[src/rtl/ahblite_slave_mux_if.sv]
// ahblite_slave_mux_if
// Master-side AHB-Lite data-phase signals seen by the slave multiplexer.
// The "slave" modport is the multiplexer's view of the bus. The "master" modport
// is the view of the bus fabric, which feeds HREADY back from HREADYOUT.
interface ahblite_slave_mux_if;
  logic        HREADY;
  logic [1:0]  HTRANS;
  logic [31:0] HRDATA;
  logic        HREADYOUT;
  logic        HRESP;

  modport slave (
    input  HREADY,
    input  HTRANS,
    output HRDATA,
    output HREADYOUT,
    output HRESP
  );

  modport master (
    output HREADY,
    output HTRANS,
    input  HRDATA,
    input  HREADYOUT,
    input  HRESP
  );
endinterface

[src/rtl/ahblite_slave_mux.sv]
// ahblite_slave_mux
// This module is the AHB-Lite data-phase multiplexer for a Cortex-M0 system with
// four slave ports.
// - At every accepted address phase (HREADY=1), it registers the decoder's one-hot
//   port select.
// - During the data phase, it returns the selected slave's HRDATA, HREADYOUT and HRESP.
// - Unmapped NONSEQ/SEQ accesses go to a built-in default slave. That slave answers
//   with the two-cycle ERROR response (ERR1, then ERR2).
//
// Optional build macro: AHB_MUX_TIMEOUT_EN
//   When defined, a 10-bit wait-state counter aborts a stalled slave after
//   TIMEOUT_CYCLES wait cycles. The abort uses the ERROR sequence and sets the
//   sticky TIMEOUT_FLAG. When undefined, slave wait states are unbounded and
//   TIMEOUT_FLAG is tied low.
module ahblite_slave_mux #(
  parameter bit          PORT0_EN       = 1'b1,
  parameter bit          PORT1_EN       = 1'b1,
  parameter bit          PORT2_EN       = 1'b1,
  parameter bit          PORT3_EN       = 1'b1,
  parameter int unsigned TIMEOUT_CYCLES = 255
) (
  input  logic                      HCLK,
  input  logic                      HRESETn,
  ahblite_slave_mux_if.slave        bus,
  input  logic                      P0_HSEL,
  input  logic                      P1_HSEL,
  input  logic                      P2_HSEL,
  input  logic                      P3_HSEL,
  input  logic [31:0]               P0_HRDATA,
  input  logic [31:0]               P1_HRDATA,
  input  logic [31:0]               P2_HRDATA,
  input  logic [31:0]               P3_HRDATA,
  input  logic                      P0_HREADYOUT,
  input  logic                      P1_HREADYOUT,
  input  logic                      P2_HREADYOUT,
  input  logic                      P3_HREADYOUT,
  input  logic                      P0_HRESP,
  input  logic                      P1_HRESP,
  input  logic                      P2_HRESP,
  input  logic                      P3_HRESP,
  output logic                      TIMEOUT_FLAG
);

  typedef enum logic [1:0] {
    ST_IDLE = 2'b00,
    ST_ERR1 = 2'b01,
    ST_ERR2 = 2'b10
  } state_e;

  state_e      state_q, state_d;
  logic [3:0]  sel_q, sel_d;
  logic        dflt_q, dflt_d;

  logic [3:0]  req_s;
  logic [3:0]  onehot_s;
  logic        new_dflt_s;
  logic        timeout_s;

  logic [31:0] slv_hrdata_s;
  logic        slv_hreadyout_s;
  logic        slv_hresp_s;

  logic [31:0] mux_hrdata_s;
  logic        mux_hreadyout_s;
  logic        mux_hresp_s;

  // Fixed-priority one-hot pick: lowest port number wins when the decoder
  // drives several selects at once.
  function automatic logic [3:0] prio_onehot(input logic [3:0] req);
    logic [3:0] res;
    res = 4'b0000;
    if (req[0]) begin
      res = 4'b0001;
    end else if (req[1]) begin
      res = 4'b0010;
    end else if (req[2]) begin
      res = 4'b0100;
    end else if (req[3]) begin
      res = 4'b1000;
    end else begin
      res = 4'b0000;
    end
    return res;
  endfunction

  // Only HTRANS[1] distinguishes an active transfer; bit 0 (SEQ vs NONSEQ,
  // IDLE vs BUSY) does not change how the data phase is routed.
  logic unused_htrans_s;
  assign unused_htrans_s = &{1'b0, bus.HTRANS[0]};

  // A select from a disabled port is masked here, so that access falls into the
  // unmapped (default-slave) path.
  assign req_s = {P3_HSEL & PORT3_EN, P2_HSEL & PORT2_EN,
                  P1_HSEL & PORT1_EN, P0_HSEL & PORT0_EN};

  // Address-phase decode: the winning select and whether this is an unmapped active transfer
  always_comb begin
    onehot_s   = prio_onehot(req_s);
    new_dflt_s = (req_s == 4'b0000) && bus.HTRANS[1];
  end

  // Capture a new select only on accepted address phases; otherwise hold the data-phase owner
  always_comb begin
    sel_d  = sel_q;
    dflt_d = dflt_q;
    if (bus.HREADY) begin
      sel_d  = onehot_s;
      dflt_d = new_dflt_s;
    end else begin
      sel_d  = sel_q;
      dflt_d = dflt_q;
    end
  end

  // Route the registered port's response; no selection gives a zero-wait OKAY
  always_comb begin
    slv_hrdata_s    = 32'h0000_0000;
    slv_hreadyout_s = 1'b1;
    slv_hresp_s     = 1'b0;
    case (sel_q)
      4'b0001: begin
        slv_hrdata_s    = P0_HRDATA;
        slv_hreadyout_s = P0_HREADYOUT;
        slv_hresp_s     = P0_HRESP;
      end
      4'b0010: begin
        slv_hrdata_s    = P1_HRDATA;
        slv_hreadyout_s = P1_HREADYOUT;
        slv_hresp_s     = P1_HRESP;
      end
      4'b0100: begin
        slv_hrdata_s    = P2_HRDATA;
        slv_hreadyout_s = P2_HREADYOUT;
        slv_hresp_s     = P2_HRESP;
      end
      4'b1000: begin
        slv_hrdata_s    = P3_HRDATA;
        slv_hreadyout_s = P3_HREADYOUT;
        slv_hresp_s     = P3_HRESP;
      end
      default: begin
        slv_hrdata_s    = 32'h0000_0000;
        slv_hreadyout_s = 1'b1;
        slv_hresp_s     = 1'b0;
      end
    endcase
  end

`ifdef AHB_MUX_TIMEOUT_EN
  localparam logic [9:0] TMO_LIMIT = 10'(TIMEOUT_CYCLES);

  logic [9:0] cnt_q, cnt_d;
  logic       tflag_q, tflag_d;

  // Count stalled data-phase cycles of a real slave and fire the abort when the limit is reached
  always_comb begin
    cnt_d     = cnt_q;
    timeout_s = 1'b0;
    if (bus.HREADY || (state_q != ST_IDLE)) begin
      cnt_d = 10'd0;
    end else if ((sel_q != 4'b0000) && !slv_hreadyout_s) begin
      cnt_d     = cnt_q + 10'd1;
      timeout_s = (cnt_d == TMO_LIMIT);
    end else begin
      cnt_d = cnt_q;
    end
    tflag_d = tflag_q | timeout_s;
  end

  // Wait-state counter and sticky timeout flag; only reset clears the flag
  always_ff @(posedge HCLK) begin
    if (!HRESETn) begin
      cnt_q   <= 10'd0;
      tflag_q <= 1'b0;
    end else begin
      cnt_q   <= cnt_d;
      tflag_q <= tflag_d;
    end
  end

  assign TIMEOUT_FLAG = tflag_q;
`else
  logic unused_cfg_s;
  assign unused_cfg_s = &{1'b0, 10'(TIMEOUT_CYCLES)};
  assign timeout_s    = 1'b0;
  assign TIMEOUT_FLAG = 1'b0;
`endif

  // Default-slave sequencing: IDLE -> ERR1 -> ERR2, chaining straight into ERR1 for back-to-back unmapped
  always_comb begin
    state_d = state_q;
    case (state_q)
      ST_IDLE: begin
        if (timeout_s) begin
          state_d = ST_ERR1;
        end else if (bus.HREADY && new_dflt_s) begin
          state_d = ST_ERR1;
        end else begin
          state_d = ST_IDLE;
        end
      end
      ST_ERR1: begin
        state_d = ST_ERR2;
      end
      ST_ERR2: begin
        if (bus.HREADY && new_dflt_s) begin
          state_d = ST_ERR1;
        end else begin
          state_d = ST_IDLE;
        end
      end
      default: begin
        state_d = ST_IDLE;
      end
    endcase
  end

  // While the error sequence runs, the slave is ignored and the default slave drives the bus
  always_comb begin
    mux_hrdata_s    = slv_hrdata_s;
    mux_hreadyout_s = slv_hreadyout_s;
    mux_hresp_s     = slv_hresp_s;
    if (state_q == ST_ERR1) begin
      mux_hrdata_s    = 32'h0000_0000;
      mux_hreadyout_s = 1'b0;
      mux_hresp_s     = 1'b1;
    end else if (state_q == ST_ERR2) begin
      mux_hrdata_s    = 32'h0000_0000;
      mux_hreadyout_s = 1'b1;
      mux_hresp_s     = 1'b1;
    end else begin
      mux_hrdata_s    = slv_hrdata_s;
      mux_hreadyout_s = slv_hreadyout_s;
      mux_hresp_s     = slv_hresp_s;
    end
  end

  assign bus.HRDATA    = mux_hrdata_s;
  assign bus.HREADYOUT = mux_hreadyout_s;
  assign bus.HRESP     = mux_hresp_s;

  // Select/default registers and FSM state; reset drops any transfer in flight at once
  always_ff @(posedge HCLK) begin
    if (!HRESETn) begin
      state_q <= ST_IDLE;
      sel_q   <= 4'b0000;
      dflt_q  <= 1'b0;
    end else begin
      state_q <= state_d;
      sel_q   <= sel_d;
      dflt_q  <= dflt_d;
    end
  end

endmodule

[src/flat_wrapper.sv]
// flat-port wrapper written by rule: the top's interface ports become plain ports
module ahblite_slave_mux_flat 
#(
  parameter bit          PORT0_EN       = 1'b1,
  parameter bit          PORT1_EN       = 1'b1,
  parameter bit          PORT2_EN       = 1'b1,
  parameter bit          PORT3_EN       = 1'b1,
  parameter int unsigned TIMEOUT_CYCLES = 255
)
  (HCLK, HRESETn, P0_HSEL, P1_HSEL, P2_HSEL, P3_HSEL, P0_HRDATA, P1_HRDATA, P2_HRDATA, P3_HRDATA, P0_HREADYOUT, P1_HREADYOUT, P2_HREADYOUT, P3_HREADYOUT, P0_HRESP, P1_HRESP, P2_HRESP, P3_HRESP, TIMEOUT_FLAG, bus_HREADY, bus_HTRANS, bus_HRDATA, bus_HREADYOUT, bus_HRESP);
  ahblite_slave_mux_if bus_i ();
  input  logic HCLK;
  input  logic HRESETn;
  input  logic P0_HSEL;
  input  logic P1_HSEL;
  input  logic P2_HSEL;
  input  logic P3_HSEL;
  input  logic [31:0] P0_HRDATA;
  input  logic [31:0] P1_HRDATA;
  input  logic [31:0] P2_HRDATA;
  input  logic [31:0] P3_HRDATA;
  input  logic P0_HREADYOUT;
  input  logic P1_HREADYOUT;
  input  logic P2_HREADYOUT;
  input  logic P3_HREADYOUT;
  input  logic P0_HRESP;
  input  logic P1_HRESP;
  input  logic P2_HRESP;
  input  logic P3_HRESP;
  output logic TIMEOUT_FLAG;
  input wire logic [$bits(bus_i.HREADY)-1:0] bus_HREADY;
  input wire logic [$bits(bus_i.HTRANS)-1:0] bus_HTRANS;
  output wire logic [$bits(bus_i.HRDATA)-1:0] bus_HRDATA;
  output wire logic [$bits(bus_i.HREADYOUT)-1:0] bus_HREADYOUT;
  output wire logic [$bits(bus_i.HRESP)-1:0] bus_HRESP;
  assign bus_i.HREADY = bus_HREADY;
  assign bus_i.HTRANS = bus_HTRANS;
  assign bus_HRDATA = bus_i.HRDATA;
  assign bus_HREADYOUT = bus_i.HREADYOUT;
  assign bus_HRESP = bus_i.HRESP;
  ahblite_slave_mux #(.PORT0_EN(PORT0_EN), .PORT1_EN(PORT1_EN), .PORT2_EN(PORT2_EN), .PORT3_EN(PORT3_EN), .TIMEOUT_CYCLES(TIMEOUT_CYCLES)) u_core (.HCLK(HCLK), .HRESETn(HRESETn), .bus(bus_i), .P0_HSEL(P0_HSEL), .P1_HSEL(P1_HSEL), .P2_HSEL(P2_HSEL), .P3_HSEL(P3_HSEL), .P0_HRDATA(P0_HRDATA), .P1_HRDATA(P1_HRDATA), .P2_HRDATA(P2_HRDATA), .P3_HRDATA(P3_HRDATA), .P0_HREADYOUT(P0_HREADYOUT), .P1_HREADYOUT(P1_HREADYOUT), .P2_HREADYOUT(P2_HREADYOUT), .P3_HREADYOUT(P3_HREADYOUT), .P0_HRESP(P0_HRESP), .P1_HRESP(P1_HRESP), .P2_HRESP(P2_HRESP), .P3_HRESP(P3_HRESP), .TIMEOUT_FLAG(TIMEOUT_FLAG));
endmodule
[config.mk]
export PLATFORM = sky130hd
export DESIGN_NAME = ahblite_slave_mux_flat
export DESIGN_NICKNAME = d
export VERILOG_FILES = /design/src/rtl/ahblite_slave_mux_if.sv /design/src/rtl/ahblite_slave_mux.sv /design/src/flat_wrapper.sv
export SDC_FILE = /design/constraint.sdc
export NUM_CORES = 1
export LEC_CHECK = 0
export ABC_CLOCK_PERIOD_IN_PS = 1790
export CORE_ASPECT_RATIO = 0.6
export CORE_UTILIZATION = 23
export CTS_CLUSTER_DIAMETER = 120
export CTS_CLUSTER_SIZE = 16
export DETAILED_ROUTE_END_ITERATION = 16
export HOLD_SLACK_MARGIN = 0.12
export PLACE_DENSITY = 0.79
export SLEW_MARGIN = 20
export SYNTH_ARGS = -nofsm -noshare
export SYNTH_HDL_FRONTEND = slang
export SYNTH_SLANG_ARGS = --single-unit
[constraint.sdc]
create_clock -name HCLK -period 1.79 [get_ports HCLK]
set_clock_uncertainty 0.1 [all_clocks]
set_input_delay 0.358 -clock HCLK [delete_from_list [all_inputs] [get_ports HCLK]]
set_output_delay 0.358 -clock HCLK [all_outputs]
set_load 0.02 [all_outputs]
Yosys cells after proc, flatten, opt, wreduce, memory -nomap -nowiden --
Index checks and enable logic that the tools add are counted.
Storage, ports and cells: flip-flop bits (word level) 6, input port bits 145, output and inout bits 35, logic and storage cells 28
Cells by class: equal/unequal tests 6, multiplexer cells 15, reduce and logical (&&, ||, !) cells 5
Operator list (number):
- one-hot mux 32 bit (4 select lines) | 1
- 2-to-1 mux 32 bit | 2
- 2-to-1 mux 4 bit | 4
- one-hot mux 1 bit (4 select lines) | 2
- 2-to-1 mux 1 bit | 5
- equality test 4 x 1 -> 1 bit, second input constant | 1
- equality test 4 x 2 -> 1 bit, second input constant | 1
- equality test 4 x 3 -> 1 bit, second input constant | 1
- equality test 4 bit, second input constant | 1
- zero test 4 bit | 1
- one-hot mux 2 bit (2 select lines) | 1
- equality test 2 x 1 -> 1 bit, second input constant | 1
- equality test 2 bit, second input constant | 1
- logical AND 1 bit | 2
- zero test 2 bit | 1
- OR reduction 2 bit | 1

Logic depth before layout (Yosys ltp) --
depth after elaboration 5, mapped depth 7, mapped depth without buffers 4

Worst setup path after synthesis --
OpenSTA, ideal clock, no wires.
path kind register to output, from register u_core.sel_q[3], to output bus_HRDATA[10], arrival time 1491 ps, required time 1332 ps, slack -159 ps, cell stages (with the launch flop) 7, buffers on the path 2, cell sequence dfxtp_1 buf_2 nor4b_4 a211o_1 nand2_1 buf_2 nor2_1
Between the ends: longest elaborated chain between the ends 4, elaborated cells between the ends (all ways) 7, those cells by class eq/ne: 4; mux: 3
Ends and longest elaborated chain:
- from (decl) | line ahblite_slave_mux.sv:51 | logic [3:0] sel_q, sel_d;
- from (signal assigned) | line ahblite_slave_mux.sv:250 | sel_q <= sel_d;
- equality test 4 bit, or another cell as far along | line ahblite_slave_mux.sv:120 | case (sel_q)
- one-hot mux 32 bit (4 select lines) (*) | line ahblite_slave_mux.sv:120
- 2-to-1 mux 32 bit (*) | line ahblite_slave_mux.sv:227 | end else if (state_q == ST_ERR2) begin
- 2-to-1 mux 32 bit (*) | line ahblite_slave_mux.sv:223 | if (state_q == ST_ERR1) begin
- to (decl) | line flat_wrapper.sv:33 | output wire logic [$bits(bus_i.HRDATA)-1:0] bus_HRDATA;
Every way passes the cells marked *; elsewhere a longest branch is shown, timed or not.

Worst setup path in the final report --
from register u_core.sel_q[0], to output bus_HREADYOUT
Between the ends: longest elaborated chain between the ends 4, elaborated cells between the ends (all ways) 7, those cells by class eq/ne: 4; mux: 3
Ends and longest elaborated chain:
- equality test 4 bit, or another cell as far along | line ahblite_slave_mux.sv:120
- one-hot mux 1 bit (4 select lines) (*) | line ahblite_slave_mux.sv:120
- 2-to-1 mux 1 bit (*) | line ahblite_slave_mux.sv:227
- 2-to-1 mux 1 bit (*) | line ahblite_slave_mux.sv:223
- to (decl) | line flat_wrapper.sv:34 | output wire logic [$bits(bus_i.HREADYOUT)-1:0] bus_HREADYOUT;
Marks and branches as above.

==> impl_metrics.tcl <==
set metrics [dict create \
    worstPathArrival_ns 1.82 \
    syn_area_per_cell_um2 7.77 \
    yosysWarnings 0 \
    clock-sinks 6 \
    yosys.area.top_type_share_pct 24.9 \
    area_growth_pct 180 \
    crit_path_start "u_core.sel_q[0]" \
    hold_violations 0 \
    via_per_inst 5.28 \
    power_density_mw_per_mm2 297 \
    max-vdd-ir-drop_uv 363 \
    async_flop_share_pct 0 \
    drt-total-wl_um 7680 \
    grt_max_degree 23 \
    numCtsBuffers 3 \
    maxCapViolations 0 \
    drive_above_1_share_pct 33.3 \
    post-synth-top-count-cell "nor2_1" \
    fmax_ghz 0.438 \
    nNetsFinal 510 \
    fin_cells 443 \
    p_leak_nw 1.41 \
    firstDrtPassIters 5 \
    ios 180 \
    cp.required_ns 1.33 \
    r2r_cells 5 \
    violations "setup timing" \
    synth.cell_area_mm2 0.00133 \
    setup_violations 34 \
    relSlewSlack_pct 64.6 \
    ys_top_cells_by_count "nor2_1 (37), a222oi_1 (33), a22o_1 (32)" \
    grt_overflow 0 \
    fin_ws_ns -0.492 \
    io_buffers 177 \
    tritoncts "yes" \
    clockBufferDepth 2 \
    hp-class "reg2reg" \
    yosys_most_used_dff "dfxtp_1" \
    grt_pass1_wl_um 10500 \
    min_period_ns 2.28 \
    drt_iter0_drc 210 \
    synth_nets 316 \
    coreArea_mm2 0.00557 \
    status "finished with violations" \
    vias 2339 \
    grt_pass1_vias 2116 \
    slew_violations 0 \
    synthTopCellsByArea "a222oi_1 (25%), a22o_1 (21%), nor2_1 (10%)" \
    wire_per_inst_um 17.3 \
    gp_congestion 0.783 \
    n_antenna_cell 0 \
    drc 0 \
    dp_hpwl_um 5630 \
    yosys.area.top_type "a222oi_1" \
    die_x_um 100 \
    cp-endpoint "bus_HREADYOUT" \
    reg2reg_to "u_core.sel_q[0]" \
    cp_max_fo 5 \
    rsz0062_at_grt "yes" \
    cp-start-kind "register" \
    dp.cells 429 \
    worstMarginPinSlew_ns 0.531 \
    synth-edff-count 0 \
    rows 21 \
    syn-instance-count 171 \
    cts_root_buf "clkbuf_8" \
    antenna_left 0 \
    initial_core_util_pct 23.9 \
    worst_r2r_startpoint "u_core.sel_q[0]" \
    worst_setup_path_end_kind "output port" \
    antenna_found_initial 0 \
    yosysUniqueCellTypes 30 \
    fin_tns_setup_ns -12.85 \
    reg2reg_setup_slack_ns 0.66 \
    synth_seq_area_share_pct 9.04 \
    crit_type "reg2out" \
    die_h_um 60.9 \
    clk_pin_slew_ns 0.04 \
    track_usage_pct 22.2 \
    dieArea_mm2 0.00610 \
    clk_latency_ns 0.22 \
    ys_ff_latch 6 \
    htree_levels 1 \
    post-route-period-util_pct 128 \
]
## report_power, final
group,switching [W],internal [W],leakage (nW)
combinational,0.000263,0.000490,1.34
clock,0.0000660,0.000145,0.0216
sequential,0.00000586,0.000135,0.0514
total,0.000335,0.000770,1.41
## state kept, by name, indices dropped and copies added, names as in the netlist
| name | flops |
|---|---|
| u_core.sel_q | 4 |
| u_core.state_q | 2 |
## worst min-delay path by stage
stage	slack, ns	cells after the start	to	from
after floorplan	0.33	1	u_core.state_q[1]	u_core.state_q[1]
after global placement	0.43	2	u_core.state_q[1]	u_core.state_q[1]
after detailed placement	0.44	2	u_core.state_q[1]	u_core.state_q[1]
after CTS	0.45	2	u_core.state_q[1]	u_core.state_q[1]
after global routing	0.48	2	u_core.state_q[1]	u_core.state_q[1]
final	0.46	2	u_core.state_q[1]	u_core.state_q[1]
## through the flow
stage / utilization (%) / power (W) / hold slack [ns] / instance area [µm²] / setup WS, ns
final: 66.7 / 0.00110 / 0.461 / 3710 / -0.492
after CTS: 65.4 / 0.00109 / 0.453 / 3640 / -0.540
after floorplan: - / 0.000403 / 0.330 / 1410 / -0.115
after global placement: 61.3 / 0.000842 / 0.427 / 3410 / -0.759
after global routing: 66.7 / 0.00116 / 0.475 / 3710 / -0.551
after detailed placement: 61.3 / 0.000851 / 0.444 / 3410 / -0.801
## per-layer routing
layer  global-route usage, %  vias up  wire [µm]
met5                       0        -          0
met4                    4.14        0         43
met3                    5.76        7        757
met2                    38.7      117       3560
met1                    28.2     1112       3320
li1                        -     1103          -
## critical path, cell delays in order, from the launching register on
cell and delay, ns:
dfxtp_4 0.35, buf_12 0.13, nor4b_4 0.29, a211o_1 0.17
buf_4 0.11, o311ai_2 0.09, maj3_2 0.32, buf_6 0.14
## kinds of logic after synthesis
logic type / count (synthesis) / share of synthesized area (%)
other: 1 / 0.282
AOI/OAI and AO/OA: 73 / 50.3
muxes: 1 / 0.753
DFF: 6 / 9.04
xor gates and xnor gates: 2 / 1.32
and+or+nand+nor: 60 / 24.3
adders and majority gates: 1 / 0.847
buffers and inverters: 27 / 13.2
## placed cells by master, fill, tap and decap left out, types with 2 or more instances in the layout
cell	n
clkdlybuf4s50_1	143
buf_6	43
a222oi_1	33
a22o_1	32
nor2_2	30
buf_4	18
buf_12	7
nor2_1	5
nand3b_1	3
nand2_1	3
nand2b_1	3
a21boi_0	3
clkbuf_8	3
dfxtp_4	3
nor4b_4	2
nand2_2	2
nor2b_4	2
nor2_4	2
and3b_1	2
buf_8	2
dfxtp_1	2
## area by class of cell
class | instances | area (µm²)
repair buffers | 215 | 2270
flip-flops and latches | 6 | 133
inverters | 1 | 3.75
well taps | 80 | 100
fillers | 469 | 1860
multi-input cells | 138 | 1160
clock buffers | 3 | 41.3
## what timing repair did
action,in CTS,in global routing
gates resized for setup,212,25
gates cloned,3,1
endpoints found under the setup margin,34,34
buffers inserted,7,0
pin swaps,21,3
endpoints found under the hold margin,0,0
hold buffers,0,0
Power figures use the tool's default switching activity.
